[config.mk]
export PLATFORM = sky130hd
export DESIGN_NAME = c4_win_scanner
export DESIGN_NICKNAME = d
export VERILOG_FILES = /design/src/rtl/c4_win_scanner.sv
export SDC_FILE = /design/constraint.sdc
export NUM_CORES = 1
export LEC_CHECK = 0
export ABC_CLOCK_PERIOD_IN_PS = 6400
export CORE_ASPECT_RATIO = 1.5
export CORE_MARGIN = 5
export CORE_UTILIZATION = 58
export DETAILED_ROUTE_END_ITERATION = 8
export PLACE_DENSITY = 0.78
export REMOVE_ABC_BUFFERS = 1
export SLEW_MARGIN = 5
export SYNTH_ARGS = -nofsm -noshare
export SYNTH_HDL_FRONTEND = slang
export SYNTH_SLANG_ARGS = --single-unit
[constraint.sdc]
create_clock -name clk -period 6.4 [get_ports clk]
set_clock_uncertainty 0.05 [all_clocks]
set_input_delay 1.28 -clock clk [delete_from_list [all_inputs] [get_ports clk]]
set_output_delay 1.28 -clock clk [all_outputs]
set_load 0.005 [all_outputs]
[src/rtl/c4_win_scanner.sv]
// Sequential Connect-4 win/draw scanner: snapshots the board on start, checks one anchor
// cell per cycle in four directions and reports the first run found with a done pulse.
module c4_win_scanner #(
  parameter int ROWS    = 6,
  parameter int COLS    = 7,
  parameter int WIN_LEN = 4
) (
  input  logic                     clk,
  input  logic                     rst,
  input  logic                     start,
  input  logic [1:0]               player,
  input  logic [2*ROWS*COLS-1:0]   board,
  output logic                     busy,
  output logic                     done,
  output logic                     win,
  output logic                     draw,
  output logic [2:0]               win_row,
  output logic [2:0]               win_col,
  output logic [1:0]               win_dir
);

  localparam int CELLS = ROWS * COLS;
  localparam int BW    = 2 * CELLS;
  localparam int AW    = $clog2(CELLS);
  localparam int RW    = $clog2(ROWS);
  localparam int CW    = $clog2(COLS);

  typedef enum logic [1:0] {IDLE, SCAN, DONE} state_t;

  state_t          state;
  logic [BW-1:0]   snap_board;
  logic [1:0]      snap_player;
  logic [AW-1:0]   anchor;
  logic [RW-1:0]   cur_row;
  logic [CW-1:0]   cur_col;

  logic [1:0]      cells [ROWS][COLS];
  logic [CELLS-1:0] occupied;
  logic [3:0]      dir_match;
  logic            hit_any;
  logic [1:0]      hit_dir;
  logic            player_ok;
  logic            ok;
  int              rr;
  int              cc;

  for (genvar r = 0; r < ROWS; r++) begin : g_row
    for (genvar c = 0; c < COLS; c++) begin : g_col
      assign cells[r][c]           = snap_board[2*(r*COLS+c) +: 2];
      assign occupied[r*COLS+c]    = |snap_board[2*(r*COLS+c) +: 2];
    end
  end

  // Walk WIN_LEN cells from the current anchor in each direction; off-board cells kill the run.
  always_comb begin
    dir_match = '0;
    ok        = 1'b0;
    rr        = 0;
    cc        = 0;
    player_ok = (snap_player == 2'b01) || (snap_player == 2'b10);
    for (int d = 0; d < 4; d++) begin
      ok = player_ok;
      for (int k = 0; k < WIN_LEN; k++) begin
        rr = int'(cur_row) + ((d == 0) ? 0 : k);
        cc = int'(cur_col) + ((d == 1) ? 0 : ((d == 3) ? -k : k));
        if (rr < 0 || rr >= ROWS || cc < 0 || cc >= COLS)
          ok = 1'b0;
        else if (cells[rr[RW-1:0]][cc[CW-1:0]] != snap_player)
          ok = 1'b0;
      end
      dir_match[d] = ok;
    end
  end

  always_comb begin
    hit_any = |dir_match;
    if (dir_match[0])      hit_dir = 2'd0;
    else if (dir_match[1]) hit_dir = 2'd1;
    else if (dir_match[2]) hit_dir = 2'd2;
    else                   hit_dir = 2'd3;
  end

  always_ff @(posedge clk or posedge rst) begin
    if (rst) begin
      state       <= IDLE;
      snap_board  <= '0;
      snap_player <= '0;
      anchor      <= '0;
      cur_row     <= '0;
      cur_col     <= '0;
      busy        <= 1'b0;
      done        <= 1'b0;
      win         <= 1'b0;
      draw        <= 1'b0;
      win_row     <= '0;
      win_col     <= '0;
      win_dir     <= '0;
    end else begin
      case (state)
        IDLE: begin
          done <= 1'b0;
          if (start) begin
            snap_board  <= board;
            snap_player <= player;
            anchor      <= '0;
            cur_row     <= '0;
            cur_col     <= '0;
            win         <= 1'b0;
            draw        <= 1'b0;
            win_row     <= '0;
            win_col     <= '0;
            win_dir     <= '0;
            busy        <= 1'b1;
            state       <= SCAN;
          end
        end
        SCAN: begin
          if (hit_any) begin
            win     <= 1'b1;
            win_row <= 3'(cur_row);
            win_col <= 3'(cur_col);
            win_dir <= hit_dir;
            busy    <= 1'b0;
            done    <= 1'b1;
            state   <= DONE;
          end else if (anchor == AW'(CELLS-1)) begin
            draw  <= &occupied;
            busy  <= 1'b0;
            done  <= 1'b1;
            state <= DONE;
          end else begin
            anchor <= anchor + AW'(1);
            if (cur_col == CW'(COLS-1)) begin
              cur_col <= '0;
              cur_row <= cur_row + RW'(1);
            end else begin
              cur_col <= cur_col + CW'(1);
            end
          end
        end
        DONE: begin
          done  <= 1'b0;
          state <= IDLE;
        end
        default: state <= IDLE;
      endcase
    end
  end

endmodule

# After elaboration in Yosys (flattened, before gate mapping)
# Index checks and enable logic that the tools add are counted.
# word_totals
inputBits	89
wordCells	299
out_inout_bits	12
reg_bits	112
# op_classes
order_cmp	33
n_reduce_logical	87
muxes	117
eq_ne	26
n_bitwise	11
add_sub_neg	12
# ops
operator	count
14-bit binary-select mux with 3-bit select	4
14-bit two-way mux	8
2-bit OR reduction	43
2-bit binary-select mux with 3-bit select	13
2-bit two-way mux	33
4-bit >= comparator, second input constant	11
3-bit NOT with 4-bit output	11
42-bit AND reduction	1
1-bit two-way mux	36
1-bit logical OR	31
3-bit two-way mux	9
2-bit inequality test	13
4-bit by 3-bit >= comparator with 1-bit output, second input constant	6
4-bit by 1-bit less-than comparator with 1-bit output, second input constant	6
3-bit case mux with 2 select lines	4
6-bit two-way mux	3
3-bit by 2-bit adder with 4-bit output, second input constant	4
5-bit by 4-bit >= comparator with 1-bit output, second input constant	3
5-bit by 1-bit less-than comparator with 1-bit output, second input constant	3
2-bit inequality test, second input constant	6
6-bit case mux with 2 select lines	1
3-bit by 1-bit adder with 4-bit output, second input constant	2
1-bit case mux with 2 select lines	4
2-bit case mux with 2 select lines	2
19 further kinds	29

# Longest topological paths before layout
# Gate-level depths: netlist of the first run.
# depth
word_depth	21
mapped_depth	20

# Worst setup path after synthesis of the first run
# OpenSTA, ideal clock, no wires.
# synth_timing
path_type	register to register
start	register cur_row[0]
end	register cur_row[2]
path_stages_with_launch	19
period_less_slack_ns	4.619
required_time_ns	6.226
arrival_ns	4.445
slack_ns	1.781
setup_time_ns	0.124
cell_sequence	dfrtp_1 buf_6 buf_4 buf_4 buf_2 inv_1 ha_1 buf_2 clkbuf_1 buf_1 o22ai_1 mux2_2 mux4_2 and4_1 o221a_2 a2111oi_4 buf_6 a21oi_2 a211o_1
# synth_via
elab_chain_len	19
elab_cells_between_ends	143
cone_classes	add/sub: 4; order compare: 8; eq/ne: 14; mux: 81; bitwise: 4; reduce/logical: 32
# synth_lines
item	line	source
start, declared	34	logic [RW-1:0] cur_row;
start signal, assigned	135	cur_row <= cur_row + RW'(1);
branches (longest 19 deep; another with 3-bit by 1-bit adder with 4-bit output)	--	
# Parallel ways; which one is timed is not known. The select of a mux whose other input is x is not followed.
# A chain may end at the register's enable or synchronous reset.

# Worst setup path after layout of the first run
# layout_timing
start	register cur_col[1]
end	register cur_row[2]
# layout_via
elab_chain_len	16
elab_cells_between_ends	136
cone_classes	add/sub: 6; order compare: 14; eq/ne: 16; mux: 65; bitwise: 7; reduce/logical: 28
# layout_lines
item	line	source
start, declared	35	logic [CW-1:0] cur_col;
start signal, assigned	137	cur_col <= cur_col + CW'(1);
branches (longest 15 deep; another with 4-bit by 1-bit adder with 5-bit output)	--	
5-bit AND reduction (no line) *	--	
# Every way passes the cells marked *. The select of a mux whose other input is x is not followed.

==> results of run 1 <==
## flip-flops by register name, summed over array words and instances, names as in the netlist
| signal | count |
|---|---|
| anchor | 6 |
| win | 1 |
| cur_row | 3 |
| draw | 1 |
| win_row | 3 |
| cur_col | 3 |
| done | 1 |
| win_col | 3 |
| snap_board | 84 |
| busy | 1 |
| state | 2 |
| snap_player | 2 |
| win_dir | 2 |
## worst max path at each step
stage | startpoint | end | slack (ns) | cells past startpoint
after detailed placement | cur_row[1] | cur_row[2] | 1.44 | 13
after global routing | cur_col[1] | cur_row[2] | 1.0 | 13
after CTS | cur_row[1] | cur_row[2] | 1.43 | 13
after floorplan | cur_row[0] | draw | -1.83 | 12
final | cur_col[1] | cur_row[2] | 1.08 | 13
after global placement | cur_col[1] | cur_row[2] | 1.49 | 13
## per-layer routing
layer	vias up	GRT usage	share of wire	routed length (um)
li1	4211	-	-	-
met1	4458	0.459	0.35	12400
met2	605	0.596	0.48	16800
met3	171	0.0584	0.084	2940
met4	0	0.237	0.083	2910
met5	-	0	0	0
## cell usage after synthesis, drive strengths merged, types with 6 or more instances
cell type and instances:
a211oi 12, a21oi 22, a221oi 7, a22oi 18
a2bb2oi 8, a31oi 12, and2 15, and3 9
buf 32, clkbuf 51, dfrtp 112, ha 24
inv 17, mux2 30, mux2i 80, mux4 35
nand2 305, nand2b 6, nand3 26, nand4 9
nor2 41, nor2b 7, nor3 22, nor4 14
o211ai 22, o21ai 22, o221a 8, o221ai 7
o22ai 32, o31ai 13, or3 12
## area by class of cell
| type | instances | area, um2 |
|---|---|---|
| clock buffers | 9 | 225 |
| clock inverters | 6 | 62.6 |
| fillers | 1416 | 5360 |
| inverters | 21 | 81.3 |
| multi-input cells | 893 | 6230 |
| flip-flops and latches | 112 | 2810 |
| well taps | 206 | 258 |
| repair buffers | 120 | 1160 |
## stage by stage
stage	cell area [um2]	power (W)	hold slack (ns)	cells
final	10800	0.00686	0.439	1367
after floorplan	9100	0.00456	0.395	1026
after CTS	10800	0.00666	0.447	1367
after detailed placement	10500	0.00608	0.433	1352
after global placement	10500	0.00605	0.412	1352
after global routing	10800	0.00723	0.465	1367
## placed cells by master (no fill, tap or decap), types with 4 or more instances in the layout
| cell | count |
|---|---|
| a211oi_1 | 12 |
| a21o_1 | 5 |
| a21oi_1 | 20 |
| a221oi_1 | 6 |
| a22oi_1 | 18 |
| a2bb2oi_1 | 8 |
| a311oi_1 | 4 |
| a31oi_1 | 12 |
| and2_1 | 14 |
| and3_1 | 9 |
| buf_4 | 19 |
| clkbuf_16 | 9 |
| clkdlybuf4s50_1 | 100 |
| clkinv_1 | 4 |
| dfrtp_1 | 110 |
| ha_1 | 23 |
| inv_1 | 16 |
| mux2_2 | 29 |
| mux2i_1 | 80 |
| mux4_2 | 35 |
| nand2_1 | 303 |
| nand2b_1 | 6 |
| nand3_1 | 26 |
| nand4_1 | 9 |
| nor2_1 | 40 |
| nor2b_1 | 7 |
| nor3_1 | 22 |
| nor4_1 | 12 |
| o211ai_1 | 22 |
| o21ai_0 | 21 |
| o221a_2 | 7 |
| o221ai_1 | 7 |
| o22a_1 | 4 |
| o22ai_1 | 32 |
| o31ai_1 | 13 |
| or3_1 | 12 |
| or4_1 | 4 |
## kinds of logic (layout without fill, tap and decap cells)
logic type / count (synthesis) / count (layout) / synth area share
simple gates: 485 / 485 / 0.227
compound gates: 236 / 236 / 0.188
mux: 145 / 145 / 0.203
flops: 112 / 112 / 0.295
buf+inv: 104 / 156 / 0.0502
fa+ha+maj: 24 / 24 / 0.0316
xor+xnor: 3 / 3 / 0.00435
## power by group through the flow
| stage | Combinational, W | Clock (W) | Sequential (W) |
|---|---|---|---|
| 2_1_floorplan | 0.00310 | 0 | 0.00146 |
| 3_3_place_gp | 0.00449 | 0 | 0.00156 |
| 3_5_place_dp | 0.00451 | 0 | 0.00157 |
| 4_1_cts | 0.00453 | 0.000573 | 0.00156 |
| 5_1_grt | 0.00500 | 0.000599 | 0.00163 |
| 6_report | 0.00470 | 0.000563 | 0.00159 |
==> impl_metrics.json, run 1 <==
{
  "path_buf_inv": 3,
  "clock-root-buffer": "clkbuf_16",
  "cts.path.max_buffers": 2,
  "postCtsSetupBuffers": 0,
  "status": "finished, final reports clean",
  "whs_path_depth": 1,
  "rsz0062_at_grt": "false",
  "timing.rr.end": "cur_row[2]",
  "end_kind": "flop",
  "dr.first_iter.drc_count": 971,
  "timing.final.crit_period_ns": 5.32,
  "powerDensity_nw_per_um2": 633,
  "maxCapViolCount": 0,
  "fin_tns_setup_ns": 0,
  "grt_max_degree": 104,
  "dieArea_um2": 19100,
  "die_height_um": 167,
  "postLayoutSetupSlackWorst_ns": 1.08,
  "place_congestion": 1.10,
  "antennaDiodeCount": 0,
  "cts_tree": "done",
  "start_util": 0.587,
  "wirelength_um": 35000,
  "reg2regPathDepth": 13,
  "h-tree-depth": 3,
  "insertion_delay_ns": 0.37,
  "syn_inst": 1109,
  "max_slew_margin": 0.235,
  "dp_hpwl_um": 26200,
  "grt_pass1_vias": 8974,
  "drc_errors": 0,
  "swShare": 0.539,
  "boundaryPins": 101,
  "tritoncts.num_buffers": 9,
  "syn_area_per_cell_um2": 8.57,
  "power.switching_w": 0.00369,
  "crit_arrival_ns": 5.51,
  "grt_overflow": 0,
  "crit_chain": "clkinv_1, ha_1, clkinv_1, nand2_1, nor2_1, o31ai_1, a22oi_1, a2bb2oi_1, nor3_1, a2111oi_4, buf_4, a21oi_2, a211o_1",
  "vias": 9445,
  "synthFlopType": "dfrtp_1",
  "fp.coreArea_um2": 16200,
  "fin_util": 0.669,
  "synth_top_cell_area_share": 0.295,
  "reg2reg_slack_ns": 1.08,
  "final_nets": 1270,
  "reg2reg_from": "cur_col[1]",
  "critPathMaxFanout": 17,
  "clock.fmax_ghz": 0.188,
  "cp-start-kind": "flop",
  "slowest_delay_ns": 0.81,
  "critical_path_class": "reg2reg",
  "internal-power_w": 0.00316,
  "hold_start": "anchor[5]",
  "synth_seq_cells": 112,
  "setup_viol": 0,
  "pwr-share-comb": 0.686,
  "numPortBuffers": 100,
  "crit_family": "compound AO/OA/AOI/OAI gates",
  "hp-class": "reg2reg",
  "pwr-share-seq": 0.232,
  "synthDistinctLibCells": 82,
  "detail_route.wl_per_cell_um": 25.6,
  "die_x_um": 114,
  "grt_usage": 0.371,
  "yosysWarnings": 0,
  "ys_seq_area_frac": 0.295,
  "grt_pass1_wl_um": 54300,
  "vias_per_cell": 6.91,
  "synth_area_um2": 9500,
  "ant_nets": 0,
  "clk_pin_slew_ns": 0.08,
  "layout-drive-gt1-share": 0.111,
  "drv_slew": 0,
  "slowest_stage": "dfrtp_1",
  "finalCritPeriodShare": 0.831,
  "clkPwrFrac": 0.082,
  "peakVddDrop_mv": 0.558,
  "holdPathEnd": "anchor[5]",
  "area_growth_syn_to_layout_pct": 14.0,
  "fp-row-count": 57,
  "yosys-top-cells-area": "dfrtp_1 30%, nand2_1 12%, mux2i_1 8.4%",
  "async_flop_share": 1.00,
  "postCtsHoldBufs": 0,
  "post-synth-top-area-cell": "dfrtp_1",
  "synth_edf_count": 0,
  "place_worst_setup_slack_ns": 1.44,
  "antenna_found_initial": 0,
  "cpMostUsedCell": "clkinv_1",
  "hold_viol": 0,
  "cts_resized": 0,
  "worstPathRequired_ns": 6.59,
  "drt_pass1_iterations": 6,
  "tightest_slew_ns": 1.14,
  "cts_sinks": 112,
  "leakage_nw": 4.64
}
Power figures use the tool's default switching activity.
==> run 2, diff against run 1 <==
--- a/config.mk
+++ b/config.mk
@@ -5,7 +5,7 @@
 export SDC_FILE = /design/constraint.sdc
 export NUM_CORES = 1
 export LEC_CHECK = 0
-export ABC_CLOCK_PERIOD_IN_PS = 6400
+export ABC_CLOCK_PERIOD_IN_PS = 4950
 export CORE_ASPECT_RATIO = 1.5
 export CORE_MARGIN = 5
 export CORE_UTILIZATION = 58
==> constraint.sdc (replaced) <==
create_clock -name clk -period 4.95 [get_ports clk]
set_clock_uncertainty 0.05 [all_clocks]
set_input_delay 0.99 -clock clk [delete_from_list [all_inputs] [get_ports clk]]
set_output_delay 0.99 -clock clk [all_outputs]
set_load 0.005 [all_outputs]
==> impl_metrics.json, run 2 (synthesis gave the netlist of run 1 again) <==
{
  "internal-power_w": 0.00415,
  "start_util": 0.587,
  "final_cell_mix": "303 x nand2_1, 110 x dfrtp_1, 100 x clkdlybuf4s50_1",
  "pwr-share-seq": 0.220,
  "critPathMaxFanout": 26,
  "tightest_slew_ns": 1.14,
  "finalCritPeriodShare": 0.961,
  "final_nets": 1281,
  "layout_commonest_cell": "nand2_1",
  "largest-register": "snap_board",
  "fin_util": 0.675,
  "cts.path.max_buffers": 2,
  "worstPathRequired_ns": 5.16,
  "crit_chain": "ha_1, xnor2_2, buf_4, mux2_2, o21ai_0, a32oi_1, a21o_1, or4_1, a221oi_2, buf_4, a2111oi_4, buf_4, a31oi_1, mux2_2",
  "place_congestion": 1.16,
  "hp-class": "reg2reg",
  "numPortBuffers": 100,
  "rsz0062_at_grt": "false",
  "worstSetupStartpoint": "cur_row[0]",
  "insertion_delay_ns": 0.38,
  "path_buf_inv": 3,
  "area_growth_syn_to_layout_pct": 15.1,
  "wl_met2_um": 16500,
  "place_worst_setup_slack_ns": 0.559,
  "die_height_um": 167,
  "place_inst": 1363,
  "crit_arrival_ns": 4.97,
  "total_power_w": 0.00892,
  "reg2reg_slack_ns": 0.19,
  "powerDensity_nw_per_um2": 816,
  "postLayoutSetupSlackWorst_ns": 0.192,
  "status": "finished, final reports clean",
  "drt-met1-wl_um": 12100,
  "drv_slew": 0,
  "drc_errors": 0,
  "h-tree-depth": 3,
  "antenna_found_initial": 0,
  "cts_tree": "done",
  "maxCapViolCount": 0,
  "critical_path_class": "reg2reg",
  "boundaryPins": 101,
  "largest_reg_flops": 84,
  "clkPwrFrac": 0.083,
  "grt_pass1_wl_um": 53200,
  "cp.depth": 14,
  "layout-drive-gt1-share": 0.120,
  "peakVddDrop_mv": 0.666,
  "vias_per_cell": 6.91,
  "dp_hpwl_um": 26200,
  "fp.coreArea_um2": 16200,
  "vias": 9524,
  "power.switching_w": 0.00477,
  "antennaDiodeCount": 0,
  "grt_max_degree": 104,
  "detail_route.wl_per_cell_um": 25.0,
  "wirelength_um": 34400,
  "timing.rr.end": "draw",
  "fp-row-count": 57,
  "grt_overflow": 0,
  "grt_usage": 0.364,
  "reg2reg_from": "cur_row[0]",
  "slowest_stage": "o21ai_0",
  "ant_nets": 0,
  "wl_met3_um": 2950,
  "dr.max_layer_used": "met4",
  "clock.fmax_ghz": 0.210,
  "clock-root-buffer": "clkbuf_16",
  "fillers": 1387,
  "grt_pass1_vias": 9182,
  "dieArea_um2": 19100,
  "clk_pin_slew_ns": 0.08,
  "cpMostUsedCell": "buf_4",
  "postCtsSetupBuffers": 0,
  "die_x_um": 114,
  "reg2regPathDepth": 14,
  "slowest_delay_ns": 0.78,
  "max_slew_margin": 0.242,
  "hold_viol": 0,
  "final_cells": 1378,
  "top_regs": "snap_board: 84 flops, anchor: 6 flops",
  "leakage_nw": 4.70,
  "tritoncts.num_buffers": 9,
  "cp-start-kind": "flop",
  "dr.first_iter.drc_count": 1258,
  "cts_sinks": 112,
  "crit_family": "compound AO/OA/AOI/OAI gates",
  "setup_viol": 0,
  "end_kind": "flop",
  "timing.final.crit_period_ns": 4.76,
  "pwr-share-comb": 0.697,
  "swShare": 0.535,
  "drt_pass1_iterations": 6,
  "crit_path_end": "draw"
}
[run 2: cell count changes in the layout (fill, tap and decap cells not counted), sizes merged]
cell    previous run  this run
clkinv             7         6
inv               20        21
buf               20        31
[run 2: layer usage]
metal / global-route usage / vias to the layer above
li1: - / 4224
met1: 0.442 / 4480
met2: 0.590 / 625
met3: 0.0624 / 195
met4: 0.234 / 0
met5: 0 / -
[run 2: area by class of cell]
type / instances / area, um2 / area share
Clock buffer: 9 / 225 / 0.0206
Clock inverter: 6 / 62.6 / 0.00572
Inverter: 21 / 81.3 / 0.00744
Multi-Input combinational cell: 893 / 6240 / 0.571
Sequential cell: 112 / 2810 / 0.257
Tap cell: 206 / 258 / 0.0236
Timing Repair Buffer: 131 / 1260 / 0.115
[run 2: worst min path at each step]
stage                   start         to  slack (ns)  cells after the start
finish              anchor[5]  anchor[5]        0.44                      1
global route              win        win        0.48                      1
CTS                 anchor[5]  anchor[5]        0.44                      1
detailed placement        win        win        0.42                      1
global placement          win        win        0.41                      1
floorplan           anchor[5]  anchor[5]        0.39                      1
[run 2: metrics by stage]
stage / instance area, um2 / hold slack [ns] / setup TNS [ns]
floorplan: 9100 / 0.395 / -79.38
global placement: 10600 / 0.410 / 0
detailed placement: 10600 / 0.422 / 0
CTS: 10900 / 0.437 / 0
global route: 10900 / 0.476 / 0
finish: 10900 / 0.437 / 0
[run 2: power groups by stage]
stage,Sequential [W],Combinational [W],Clock [W]
final,0.00196,0.00622,0.000738
after global routing,0.00200,0.00661,0.000779
after CTS,0.00192,0.00601,0.000750
after detailed placement,0.00194,0.00598,0
after global placement,0.00191,0.00594,0
after floorplan,0.00189,0.00400,0
[run 2: what timing repair did]
item	CTS	global route
hold buffers	0	0
setup endpoints to repair	0	9
resized for setup	0	1
==> run 3, diff against run 2 <==
--- a/config.mk
+++ b/config.mk
@@ -7,10 +7,9 @@
 export LEC_CHECK = 0
 export ABC_CLOCK_PERIOD_IN_PS = 4950
 export CORE_ASPECT_RATIO = 1.5
-export CORE_MARGIN = 5
 export CORE_UTILIZATION = 58
 export DETAILED_ROUTE_END_ITERATION = 8
-export PLACE_DENSITY = 0.78
+export PLACE_DENSITY_LB_ADDON = 0.05
 export REMOVE_ABC_BUFFERS = 1
 export SLEW_MARGIN = 5
 export SYNTH_ARGS = -nofsm -noshare
==> impl_metrics.json, run 3 (synthesis gave the netlist of run 1 again) <==
{
  "status": "finished, final reports clean",
  "fp.coreArea_um2": 15800,
  "final_nets": 1282,
  "busiest_layer": "met2",
  "grt_usage": 0.434,
  "hp-class": "reg2reg",
  "top_regs": "snap_board: 84 flops, anchor: 6 flops",
  "crit_arrival_ns": 5.09,
  "clkPwrFrac": 0.082,
  "grt_pass1_vias": 9298,
  "ff_latch_area_um2": 2810,
  "largest-register": "snap_board",
  "dp_hpwl_um": 25900,
  "powerDensity_nw_per_um2": 835,
  "die_height_um": 159,
  "max_slew_margin": 0.233,
  "fp-row-count": 56,
  "whs_path_depth": 1,
  "fillers": 1317,
  "grt_pass1_wl_um": 54600,
  "hold_viol": 0,
  "grt_overflow": 0,
  "end_kind": "flop",
  "pwr-share-seq": 0.216,
  "cp-start-kind": "flop",
  "layout_commonest_cell": "nand2_1",
  "internal-power_w": 0.00418,
  "peakVddDrop_mv": 0.458,
  "clk_pin_slew_ns": 0.08,
  "multi_input_area_um2": 6240,
  "grt_max_degree": 104,
  "insertion_delay_ns": 0.38,
  "cts.path.max_buffers": 2,
  "timing.final.crit_period_ns": 4.88,
  "dr.first_iter.drc_count": 978,
  "clock-root-buffer": "clkbuf_16",
  "drv_slew": 0,
  "setup_viol": 0,
  "place_congestion": 1.07,
  "clock.fmax_ghz": 0.205,
  "tritoncts.num_buffers": 9,
  "power.switching_w": 0.00498,
  "die_x_um": 106,
  "use_met2": 0.674,
  "area_growth_syn_to_layout_pct": 15.4,
  "antenna_found_initial": 1,
  "swShare": 0.544,
  "critical_path_class": "reg2reg",
  "numPortBuffers": 100,
  "start_util": 0.600,
  "ant_nets": 0,
  "layout-drive-gt1-share": 0.122,
  "tightest_slew_ns": 1.14,
  "grtUsageMet3": 0.106,
  "total_power_w": 0.00916,
  "worstPathRequired_ns": 5.16,
  "cts_tree": "done",
  "maxCapViolCount": 0,
  "wirelength_um": 35500,
  "critPathMaxFanout": 15,
  "rsz0062_at_grt": "false",
  "finalCritPeriodShare": 0.986,
  "holdWs_ns": 0.430,
  "reg2regPathDepth": 15,
  "met1_usage": 0.513,
  "vias": 9581,
  "detail_route.wl_per_cell_um": 25.8,
  "drt_pass1_iterations": 6,
  "antennaDiodeCount": 0,
  "pwr-share-comb": 0.702,
  "dieArea_um2": 16900,
  "cts_sinks": 112,
  "vias_per_cell": 6.96,
  "boundaryPins": 101,
  "drc_errors": 0,
  "h-tree-depth": 3,
  "final_cell_mix": "303 x nand2_1, 110 x dfrtp_1, 100 x clkdlybuf4s50_1",
  "leakage_nw": 4.72,
  "largest_reg_flops": 84
}
-- run 3: cell types whose count changed in the layout (fill, tap and decap cells not counted), sizes merged --
| cell | delta |
|---|---|
| clkinv | +1 |
| buf | +1 |
-- run 3: worst max-delay path, stage by stage, from the launching register on --
cell and delay [ns]:
dfrtp_4 0.52, inv_1 0.29, ha_1 0.29, xor2_1 0.21
buf_4 0.27, mux2i_1 0.84, a211oi_1 0.19, o22ai_1 0.14
o21ai_0 0.14, or4_1 0.51, a221oi_2 0.28, buf_4 0.19
a2111oi_4 0.07, buf_4 0.21, a31oi_1 0.20, mux2_2 0.35
-- run 3: worst paths after layout --
path / from / to / slack, ns
max: cur_row[0] / draw / 0.07
min: win / win / 0.43
max reg2reg: cur_row[0] / draw / 0.07
min reg2reg: win / win / 0.43
max in group asynchronous: rst / cur_col[0] / 3.00
min in group asynchronous: rst / snap_board[40] / 1.09
-- run 3: final cells by class --
class | instances | area share
Multi-Input combinational cell | 893 | 0.569
Sequential cell | 112 | 0.256
Timing Repair Buffer | 132 | 0.117
Tap cell | 203 | 0.0232
Clock buffer | 9 | 0.0206
Inverter | 21 | 0.00742
Clock inverter | 7 | 0.00639
-- run 3: metal layers --
metal  part of all wire  wire (um)  vias to the layer above
met1               0.36      12700                     4582
met3              0.094       3350                      202
li1                   -          -                     4224
met5            0.00037         13                        -
met2               0.46      16300                      571
met4              0.089       3150                        2
-- run 3: what timing repair did --
action                                 in CTS  in global routing
setup endpoints to repair                   0                 13
hold buffers                                0                  0
endpoints found under the hold margin       0                  0
buffers inserted                            0                  0
gates resized for setup                     0                  2
-- run 3: through the flow --
stage	std cells	util	TNS, ns	area [um2]	setup WS, ns
CTS	1377	0.691	0	10900	0.204
floorplan	1026	-	-79.38	9100	-3.28
global placement	1361	0.673	0	10700	0.219
global route	1377	0.692	0	11000	0.0440
detailed placement	1361	0.673	0	10700	0.236
finish	1377	0.692	0	11000	0.0705
-- run 3: power by group through the flow --
stage          Sequential [W]  Clock, W  Combinational, W
5_1_grt               0.00201  0.000794           0.00681
2_1_floorplan         0.00189         0           0.00400
6_report              0.00198  0.000750           0.00643
3_5_place_dp          0.00196         0           0.00606
3_3_place_gp          0.00194         0           0.00600
4_1_cts               0.00194  0.000759           0.00608
